`src/rtl/i2c_req_arbiter_pkg.sv`:
```
`default_nettype none
// =============================================================================
// i2c_req_arbiter_pkg : FSM encoding and default widths for the I2C arbiter
// Rev 1.0
// =============================================================================
package i2c_req_arbiter_pkg;

   localparam int c_STATE_W  = 2;
   localparam int c_ADDR_LEN = 7;
   localparam int c_DATA_LEN = 8;

   typedef enum logic [c_STATE_W-1:0] {
      ST_IDLE  = 2'd0,
      ST_ISSUE = 2'd1,
      ST_WAIT  = 2'd2,
      ST_RESP  = 2'd3
   } state_t;

endpackage
`default_nettype wire

```
`src/rtl/i2c_req_arbiter_rr_arbiter.sv`:
```
`default_nettype none
// =============================================================================
// rr_arbiter : combinational round-robin pick, search starts at ptr and wraps
// Rev 1.0
// =============================================================================
module rr_arbiter
   import i2c_req_arbiter_pkg::*;
#(
   parameter int N     = 4,
   parameter int IDX_W = $clog2(N)
) (
   input  logic [N-1:0]     req,
   input  logic [IDX_W-1:0] ptr,
   output logic [N-1:0]     grant,
   output logic [IDX_W-1:0] grant_idx,
   output logic             any
);

   logic             w_found;
   logic [IDX_W:0]   w_sum;
   logic [IDX_W-1:0] w_idx;

   // One spare bit on the sum so ptr+k never overflows before the wrap
   always_comb begin
      grant     = '0;
      grant_idx = '0;
      w_found   = 1'b0;
      w_sum     = '0;
      w_idx     = '0;
      for (int k = 0; k < N; k++) begin
         w_sum = {1'b0, ptr} + (IDX_W+1)'(k);
         if (w_sum >= (IDX_W+1)'(N)) begin
            w_sum = w_sum - (IDX_W+1)'(N);
         end
         w_idx = w_sum[IDX_W-1:0];
         if (!w_found && req[w_idx]) begin
            w_found        = 1'b1;
            grant[w_idx]   = 1'b1;
            grant_idx      = w_idx;
         end
      end
   end

   assign any = |req;

endmodule
`default_nettype wire

```
`src/rtl/i2c_req_arbiter.sv`:
```
`default_nettype none
// =============================================================================
// i2c_req_arbiter : shares one I2C master among NUM_REQ requesters, with watchdog
// Rev 1.0
// =============================================================================
module i2c_req_arbiter
   import i2c_req_arbiter_pkg::*;
#(
   parameter int NUM_REQ        = 4,
   parameter int ADDR_LEN       = c_ADDR_LEN,
   parameter int DATA_LEN       = c_DATA_LEN,
   parameter int TIMEOUT_CYCLES = 4096
) (
   input  logic                         clk,
   input  logic                         rst,
   input  logic [NUM_REQ-1:0]           req_valid,
   output logic [NUM_REQ-1:0]           req_ready,
   input  logic [NUM_REQ*ADDR_LEN-1:0]  req_addr,
   input  logic [NUM_REQ-1:0]           req_rw,
   input  logic [NUM_REQ*DATA_LEN-1:0]  req_wdata,
   output logic [NUM_REQ-1:0]           rsp_valid,
   output logic [DATA_LEN-1:0]          rsp_rdata,
   output logic                         rsp_nack,
   output logic                         rsp_timeout,
   output logic                         m_start,
   output logic [ADDR_LEN-1:0]          m_addr,
   output logic                         m_rw,
   output logic [DATA_LEN-1:0]          m_wdata,
   output logic                         m_abort,
   input  logic                         m_busy,
   input  logic                         m_done,
   input  logic [DATA_LEN-1:0]          m_rdata,
   input  logic                         m_nack
);

   localparam int                  c_PTR_W    = $clog2(NUM_REQ);
   localparam int                  c_WD_W     = $clog2(TIMEOUT_CYCLES+1);
   localparam logic [c_WD_W-1:0]   c_WD_LAST  = c_WD_W'(TIMEOUT_CYCLES-1);
   localparam logic [c_PTR_W-1:0]  c_PTR_LAST = c_PTR_W'(NUM_REQ-1);
   localparam logic [NUM_REQ-1:0]  c_ONE      = {{(NUM_REQ-1){1'b0}}, 1'b1};

   logic [ADDR_LEN-1:0] w_addr  [NUM_REQ];
   logic [DATA_LEN-1:0] w_wdata [NUM_REQ];
   logic [NUM_REQ-1:0]  w_grant;
   logic [c_PTR_W-1:0]  w_gnt_idx;
   logic                w_any;

   state_t              r_state;
   logic [c_PTR_W-1:0]  r_rr_ptr;
   logic [c_PTR_W-1:0]  r_gnt_idx;
   logic [c_WD_W-1:0]   r_wd_cnt;
   logic [NUM_REQ-1:0]  r_req_ready;
   logic [NUM_REQ-1:0]  r_rsp_valid;
   logic [DATA_LEN-1:0] r_rsp_rdata;
   logic                r_rsp_nack;
   logic                r_rsp_timeout;
   logic                r_m_start;
   logic [ADDR_LEN-1:0] r_m_addr;
   logic                r_m_rw;
   logic [DATA_LEN-1:0] r_m_wdata;
   logic                r_m_abort;

   for (genvar i = 0; i < NUM_REQ; i++) begin : g_unpack
      assign w_addr[i]  = req_addr[i*ADDR_LEN +: ADDR_LEN];
      assign w_wdata[i] = req_wdata[i*DATA_LEN +: DATA_LEN];
   end

   rr_arbiter #(
      .N     (NUM_REQ),
      .IDX_W (c_PTR_W)
   ) u_rr_arbiter (
      .req       (req_valid),
      .ptr       (r_rr_ptr),
      .grant     (w_grant),
      .grant_idx (w_gnt_idx),
      .any       (w_any)
   );

   // Response fields are loaded on WAIT exit so rsp_valid shows in the RESP cycle
   always_ff @(posedge clk or posedge rst) begin
      if (rst) begin
         r_state       <= ST_IDLE;
         r_rr_ptr      <= '0;
         r_gnt_idx     <= '0;
         r_wd_cnt      <= '0;
         r_req_ready   <= '0;
         r_rsp_valid   <= '0;
         r_rsp_rdata   <= '0;
         r_rsp_nack    <= 1'b0;
         r_rsp_timeout <= 1'b0;
         r_m_start     <= 1'b0;
         r_m_addr      <= '0;
         r_m_rw        <= 1'b0;
         r_m_wdata     <= '0;
         r_m_abort     <= 1'b0;
      end else begin
         r_req_ready <= '0;
         r_rsp_valid <= '0;
         r_m_start   <= 1'b0;
         r_m_abort   <= 1'b0;
         case (r_state)
            ST_IDLE: begin
               if (w_any && !m_busy) begin
                  r_gnt_idx   <= w_gnt_idx;
                  r_m_addr    <= w_addr[w_gnt_idx];
                  r_m_rw      <= req_rw[w_gnt_idx];
                  r_m_wdata   <= w_wdata[w_gnt_idx];
                  r_req_ready <= w_grant;
                  r_state     <= ST_ISSUE;
               end
            end
            ST_ISSUE: begin
               r_m_start <= 1'b1;
               r_wd_cnt  <= '0;
               r_state   <= ST_WAIT;
            end
            ST_WAIT: begin
               if (m_done) begin
                  r_rsp_valid   <= c_ONE << r_gnt_idx;
                  r_rsp_rdata   <= m_rdata;
                  r_rsp_nack    <= m_nack;
                  r_rsp_timeout <= 1'b0;
                  r_state       <= ST_RESP;
               end else if (r_wd_cnt == c_WD_LAST) begin
                  r_m_abort     <= 1'b1;
                  r_rsp_valid   <= c_ONE << r_gnt_idx;
                  r_rsp_rdata   <= '0;
                  r_rsp_nack    <= 1'b1;
                  r_rsp_timeout <= 1'b1;
                  r_state       <= ST_RESP;
               end else begin
                  r_wd_cnt <= r_wd_cnt + 1'b1;
               end
            end
            ST_RESP: begin
               r_rr_ptr <= (r_gnt_idx == c_PTR_LAST) ? '0 : r_gnt_idx + 1'b1;
               r_state  <= ST_IDLE;
            end
            default: r_state <= ST_IDLE;
         endcase
      end
   end

   assign req_ready   = r_req_ready;
   assign rsp_valid   = r_rsp_valid;
   assign rsp_rdata   = r_rsp_rdata;
   assign rsp_nack    = r_rsp_nack;
   assign rsp_timeout = r_rsp_timeout;
   assign m_start     = r_m_start;
   assign m_addr      = r_m_addr;
   assign m_rw        = r_m_rw;
   assign m_wdata     = r_m_wdata;
   assign m_abort     = r_m_abort;

endmodule
`default_nettype wire

```
`config.mk`:
```
export PLATFORM = sky130hd
export DESIGN_NAME = i2c_req_arbiter
export DESIGN_NICKNAME = d
export VERILOG_FILES = /design/src/rtl/i2c_req_arbiter_pkg.sv /design/src/rtl/i2c_req_arbiter_rr_arbiter.sv /design/src/rtl/i2c_req_arbiter.sv
export SDC_FILE = /design/constraint.sdc
export NUM_CORES = 1
export LEC_CHECK = 0
export CAP_MARGIN = 20
export CORE_UTILIZATION = 38
export DETAILED_ROUTE_END_ITERATION = 10
export PLACE_DENSITY = 0.77
export SYNTH_ARGS = -nofsm -noshare
export SYNTH_HDL_FRONTEND = slang
export SYNTH_SLANG_ARGS = --single-unit
```
`constraint.sdc`:
```
create_clock -name clk -period 4 [get_ports clk]
set_input_delay 0.4 -clock clk [delete_from_list [all_inputs] [get_ports clk]]
set_output_delay 0.4 -clock clk [all_outputs]
set_load 0.05 [all_outputs]
```
==> out/metrics.csv, run 1 <==
stage,metric,value,unit
floorplan,Top-Level Pins,117,
clock_tree,clock sink count,55,
yosys,xor/xnor share of the synthesized area,1.75,%
sta,Slew HR,36.9,%
sta,Final Cycle Share,83.8,%
floorplan,Starting Density,39.6,%
floorplan,height of the die,98.1,µm
floorplan,Core Area,0.00885,mm²
outcome,status,"complete, but fails checks",
clock_tree,"Clk pin slew, worst setup/hold paths",100,ps
power_and_ir_drop,Sw Ratio,51.5,%
placement,hpwl dp,7.09,mm
sta,Fin. Hold Viols,0,
route,DR WL/cell,16.5,µm
power_and_ir_drop,Gate power share,68.0,%
yosys,synth top area cells,"dfrtp_1, and3_1, ha_1",
sta,Period minus WS final,3350,ps
sta,fmax,0.298,GHz
global_routing,GRT overflow,0,
yosys,post-synthesis sequential area ratio,39.2,%
clock_tree,Clock Root Buffer,clkbuf_8,
global_routing,vias in the first global route,3259,
critical_path,"slowest stage delay, CP",720,ps
critical_path,critical path class,flip-flop to flip-flop,
yosys,cell taking the most area after synthesis,dfrtp_1,
clock_tree,Post-CTS Resized,0,
placement,placed cell count,572,
clock_tree,H-tree Lvls,2,
critical_path,Critical Path AT,3540,ps
finish,Diodes inserted,0,
critical_path,CP Max Fanout,18,
yosys,Post-Synth Adder-Cell Area,5.71,%
yosys,Synth Area in Simple Gates,20.4,%
clock_tree,Max clock buf depth,2,
sta,Final setup viols,0,
critical_path,Required @ worst endpoint,4190,ps
clock_tree,CTS tree,built,
power_and_ir_drop,PD cells,763,mW/mm²
yosys,Mapped Cells,371,
yosys,Synth Register Bits,55,
sta,skew final,8.52,ps
clock_tree,CTS Buf Count,5,
placement,Placer Congestion,0.828,
sta,unrepaired setup endpoints after global routing,no,
yosys,Ys Warns,0,
yosys,Unique masters post-synth,53,
yosys,mapped cell area,0.00351,mm²
worst_hold_path,Hold Path Class,input port to asynchronous set/reset pin,
critical_path,crit end category,flip-flop,
outcome,failing checks,design-rule violations,
finish,Nets,568,
route,DRC,10,
global_routing,initial antenna violation count,0,
clock_tree,# hold bufs at CTS,0,
finish,fin cells,580,
route,final wirelength,9.57,mm
finish,area grow syn2layout,37.4,%
route,final antenna-violating net count,0,
power_and_ir_drop,Peak VDD IR,0.000513,V
yosys,top cell type's share of synthesized area,39.2,%
yosys,"EDFF count, synth",0,
critical_path,startpoint types,flip-flop,
global_routing,first-pass GRT wire length,15.5,mm
yosys,Compound-Gate Fraction of Synth Area,24.0,%
critical_path,CP max stage cell,dfrtp_1,
global_routing,largest net degree at the start of global routing,36,
yosys,largest family of logic cells by synthesized area,compound AO/OA/AOI/OAI gates,
placement,IO Port Bufs,116,
flow_run,Max Cap Violations,0,
route,via count,3305,
finish,share of layout cells above drive strength 1,7.63,%
floorplan,Rows,34,
sta,Max Slew Vio Count,0,
power_and_ir_drop,Net Sw Power,0.00189,W
floorplan,die extent in x,98.1,µm
clock_tree,postcts setup bufs,0,
yosys,fraction of registers with async set or reset after synthesis,100,%
power_and_ir_drop,Pint,0.00178,W
sta,setup TNS,0,ps
floorplan,die area,0.00962,mm²
yosys,prevailing post-synth register cell,dfrtp_1,
yosys,syn_nets,468,
yosys,Avg Inst Size Synth,9.45,µm²
power_and_ir_drop,Pleak,2.08,nW
power_and_ir_drop,sequential power share,23.7,%
route,TritonRoute pass-1 iters,7,
route,Via density,5.70,
global_routing,Tot GR Track Use,19.8,%
sta,Worst Tran Pin Value,946,ps
route,initial drt markers,166,
critical_path,"critical path, cell by cell","inv_1, ha_1, mux4_2, nor2_1, nand4_1, and4_1, a221oi_1, o31ai_1",
clock_tree,"Clk Latency, worst-skew pair",310,ps
yosys,mux cell area share after synthesis,3.53,%
power_and_ir_drop,power share of the clock group,8.3,%
critical path, delay by kind of cell (launching register included):
family,cells,cell delay (ps)
simple gates,3,740
flops,1,720
fa+ha+maj,1,630
compound gates,2,480
mux,1,460
buf+inv,1,200
layout make-up:
cell class	count	area, µm²
Fill cell	821	4030
Timing Repair Buffer	124	1220
Tap cell	108	135
Sequential cell	55	1380
Clock inverter	2	12.5
Multi-Input combinational cell	272	1950
Inverter	13	48.8
Clock buffer	6	72.6
layout by cell type, fill, tap and decap left out, drive strengths merged, types with 3 or more instances in the layout:
master | Yosys | layout
a22o | 8 | 8
a221oi | 30 | 30
inv | 13 | 13
xor2 | 7 | 7
nand4 | 7 | 7
nand2b | 3 | 3
nand3 | 3 | 3
mux2i | 3 | 3
o31ai | 16 | 16
nand2 | 38 | 38
clkbuf | 19 | 6
mux2 | 4 | 4
dfrtp | 55 | 55
clkdlybuf4s50 | 0 | 116
ha | 16 | 16
nor3 | 4 | 4
a21oi | 12 | 12
nor2b | 6 | 6
buf | 12 | 8
a221o | 4 | 4
and2 | 3 | 3
nor2 | 24 | 24
and3 | 35 | 35
o21ai | 18 | 18
metal layers:
metal / part of all wire, % / vias up / GRT usage [%] / routed length [µm]
met5: 0 / - / 0 / 0
met4: 2.1 / 0 / 6.99 / 199
met3: 5.9 / 18 / 3.15 / 562
met2: 48 / 124 / 32.3 / 4600
met1: 44 / 1571 / 26.7 / 4210
li1: - / 1592 / - / -
worst paths after layout:
check | startpoint | to | slack [ps] | depth (start not counted)
setup / recovery | r_rr_ptr[1] | m_wdata[3] | 650 | 8
hold / removal | rst | m_addr[3] | 440 | 2
setup reg to reg | r_rr_ptr[1] | m_wdata[3] | 650 | 8
hold reg to reg | m_wdata[0] | m_wdata[0] | 490 | 2
max in group asynchronous | rst | rsp_rdata[1] | 2760 | 3
min in group clk | m_wdata[0] | m_wdata[0] | 490 | 2
state kept, by name (all words and copies together) (netlist names):
register and cells:
rsp_nack 1, m_start 1, m_abort 1, m_rw 1, rsp_timeout 1, req_ready 4, m_addr 7, r_rr_ptr 2
rsp_rdata 8, r_wd_cnt 13, m_wdata 8, r_state 2, rsp_valid 4, r_gnt_idx 2
synthesized netlist by cell type, types with 3 or more instances:
cell      count
dfrtp_1      55
nand2b_1      3
a221o_1       4
a221oi_1     21
nand4_1       7
nand3_1       3
nand2_1      38
clkbuf_1     19
o21ai_0      18
ha_1         16
mux2_2        4
xor2_1        7
nor3_1        4
a221oi_2      9
buf_2         8
and3_1       35
nor2b_1       6
nor2_1       24
inv_1        13
o31ai_1      16
a21oi_1      12
a22o_1        8
cell families after synthesis:
group / count (synthesis)
buffers and inverters: 44
flip-flops: 55
multiplexers: 9
AO/OA/AOI/OAI: 104
adder cells (fa/ha/maj): 16
AND/OR/NAND/NOR: 136
XOR/XNOR: 7
power by group through the flow:
stage,registers [W],clock network [W],logic [W]
4_1_cts,0.000873,0.000312,0.00250
2_1_floorplan,0.00134,0,0.00134
3_3_place_gp,0.000874,0,0.00243
3_5_place_dp,0.000883,0,0.00249
5_1_grt,0.000899,0.000330,0.00270
6_report,0.000871,0.000304,0.00250
stage by stage:
step,power (W),utilization (%),hold slack [ps],cell area [µm²],setup WS [ps]
finish,0.00368,54.5,436,4820,647
global route,0.00393,54.5,475,4820,390
CTS,0.00368,54.5,458,4820,646
detailed placement,0.00338,53.5,465,4730,661
global placement,0.00330,53.5,460,4730,880
floorplan,0.00268,-,468,3510,1240
Note: power is estimated with default switching activity, not from simulation.
==> run 2, diff against run 1 <==
- PLACE_DENSITY: 0.77 -> 0.8
- clock period: 4 -> 3 ns (I/O delays scaled with it)
==> run 2 against run 1 <==
The flow still finishes with violations (design-rule violations). Hold slack got worse by 79 ps. Clock skew fell by 3.7 ps. Power up 37%. Sequential power grew 31%. Largest power group unchanged.
==> out/metrics.csv, run 2 (synthesized netlist as in run 1, its figures left out) <==
stage,metric,value,unit
outcome,failing checks,design-rule violations,
floorplan,Top-Level Pins,117,
sta,fmax,0.368,GHz
power_and_ir_drop,Net Sw Power,0.00255,W
sta,Period minus WS final,2720,ps
power_and_ir_drop,sequential power share,22.6,%
power_and_ir_drop,PD cells,1020,mW/mm²
critical_path,Critical Path AT,2910,ps
clock_tree,H-tree Lvls,2,
critical_path,CP max stage cell,ha_1,
route,via count,3328,
sta,Slew HR,61.2,%
route,TritonRoute pass-1 iters,7,
sta,WHS,357,ps
floorplan,Core Area,0.00885,mm²
route,Via density,5.65,
finish,fin cells,589,
flow_run,Max Cap Violations,0,
placement,hpwl dp,7.19,mm
route,DRC,9,
global_routing,initial antenna violation count,0,
power_and_ir_drop,Sw Ratio,50.6,%
sta,Worst Tran Pin Value,581,ps
clock_tree,"Clk pin slew, worst setup/hold paths",100,ps
critical_path,Required @ worst endpoint,3200,ps
power_and_ir_drop,Peak VDD IR,0.000483,V
finish,most frequent cells in the layout,"clkdlybuf4s50_1, dfrtp_1, nand2_1, and3_1, nor2_1",
sta,setup TNS,0,ps
finish,post-route cell area,0.00493,mm²
finish,Diodes inserted,0,
finish,Nets,577,
floorplan,die extent in x,98.1,µm
route,final wirelength,9.71,mm
critical_path,crit-path leading delay family,compound AO/OA/AOI/OAI gates,
sta,Fin. Hold Viols,0,
clock_tree,CTS Buf Count,5,
power_and_ir_drop,Pleak,2.14,nW
global_routing,vias in the first global route,3178,
clock_tree,clock sink count,55,
clock_tree,Clock Root Buffer,clkbuf_8,
route,DR WL/cell,16.5,µm
global_routing,Tot GR Track Use,20.1,%
floorplan,Rows,34,
floorplan,Starting Density,39.6,%
global_routing,first-pass GRT wire length,15.6,mm
worst_hold_path,Hold Path Class,input port to asynchronous set/reset pin,
global_routing,GRT overflow,0,
critical_path,"slowest stage delay, CP",590,ps
sta,Max Slew Vio Count,0,
critical_path,startpoint types,flip-flop,
sta,unrepaired setup endpoints after global routing,no,
critical_path,Worst setup startpoint,r_rr_ptr[1],
finish,"commonest non-fill, non-tap cell in the layout",clkdlybuf4s50_1,
floorplan,die area,0.00962,mm²
finish,area grow syn2layout,40.5,%
clock_tree,# hold bufs at CTS,0,
sta,Final Cycle Share,90.6,%
power_and_ir_drop,Pint,0.00249,W
placement,placed cell count,581,
critical_path,reg2reg start,r_rr_ptr[1],
power_and_ir_drop,power share of the clock group,8.6,%
floorplan,height of the die,98.1,µm
critical_path,CP Max Fanout,31,
clock_tree,Max clock buf depth,2,
outcome,status,"complete, but fails checks",
sta,skew final,4.87,ps
clock_tree,"Clk Latency, worst-skew pair",310,ps
critical_path,crit end category,flip-flop,
critical_path,critical path class,flip-flop to flip-flop,
power_and_ir_drop,Gate power share,68.8,%
route,initial drt markers,206,
critical_path,Bufs and invs on worst path,2,
finish,share of layout cells above drive strength 1,9.77,%
finish,Final Util,55.7,%
sta,Final setup viols,0,
placement,DP Area,0.00483,mm²
clock_tree,CTS tree,built,
placement,Placer Congestion,0.828,
finish,Largest Register,r_wd_cnt,
global_routing,largest net degree at the start of global routing,35,
route,final antenna-violating net count,0,
placement,IO Port Bufs,116,
critical_path,"critical path, cell by cell","inv_1, ha_1, o311ai_1, o32ai_4, nand3_1, buf_12, a221oi_1, o31ai_1",
finish,number of flip-flops in the largest register,13,
[run 2: cell types whose count changed in the layout (fill, tap and decap cells not counted), sizes merged]
cell  before  now
buf        8   17
[run 2: power groups by stage]
| stage | registers (W) | logic (W) | clock network, W |
|---|---|---|---|
| final | 0.00114 | 0.00347 | 0.000435 |
| after global routing | 0.00117 | 0.00374 | 0.000474 |
| after CTS | 0.00114 | 0.00346 | 0.000446 |
| after detailed placement | 0.00115 | 0.00344 | 0 |
| after global placement | 0.00114 | 0.00336 | 0 |
| after floorplan | 0.00179 | 0.00179 | 0 |
[run 2: area by class of cell]
cell class / instances / area, µm²
inverters: 13 / 48.8
multi-input cells: 272 / 1950
fillers: 786 / 3920
repair buffers: 133 / 1310
clock buffers: 6 / 82.6
clock inverters: 2 / 16.3
flip-flops and latches: 55 / 1380
well taps: 108 / 135
[run 2: stage by stage]
| stage | worst slack, ps | power, W |
|---|---|---|
| floorplan | 245 | 0.00358 |
| global placement | 216 | 0.00450 |
| detailed placement | 123 | 0.00459 |
| CTS | 218 | 0.00505 |
| global route | 34.1 | 0.00538 |
| finish | 283 | 0.00504 |
[run 2: worst register-to-register path, delay by kind of cell (launching register included)]
family                     cells  cell delay (ps)
AOI/OAI and AO/OA              4             1130
DFF                            1              360
buffers and inverters          2              310
and+or+nand+nor                1              220
adders and majority gates      1              590
[run 2: final timing paths]
check | slack, ps | depth (start not counted) | endpoint
max | 280 | 8 | m_wdata[7]
min | 360 | 2 | rsp_rdata[1]
max reg2reg | 280 | 8 | m_wdata[7]
min reg2reg | 490 | 2 | m_wdata[6]
max in group asynchronous | 2020 | 3 | m_addr[5]
min in group clk | 490 | 2 | m_wdata[6]
[run 2: layer usage]
metal,vias up,global-route usage (%),part of all wire (%)
li1,1608,-,-
met1,1594,27.0,43
met2,111,33.2,49
met4,0,6.29,1.8
met5,-,0,0
met3,15,3.22,5.7
[run 2: repair_timing]
item / in CTS / in global routing
setup buffers: 0 / 0
resized for setup: 0 / 1
setup endpoints to repair: 0 / 2
==> run 3, diff against run 2 <==
- CTS_CLUSTER_SIZE: default -> 24
==> results of run 3 <==
The final DEF is identical to that of run 2; final timing and power are the same.
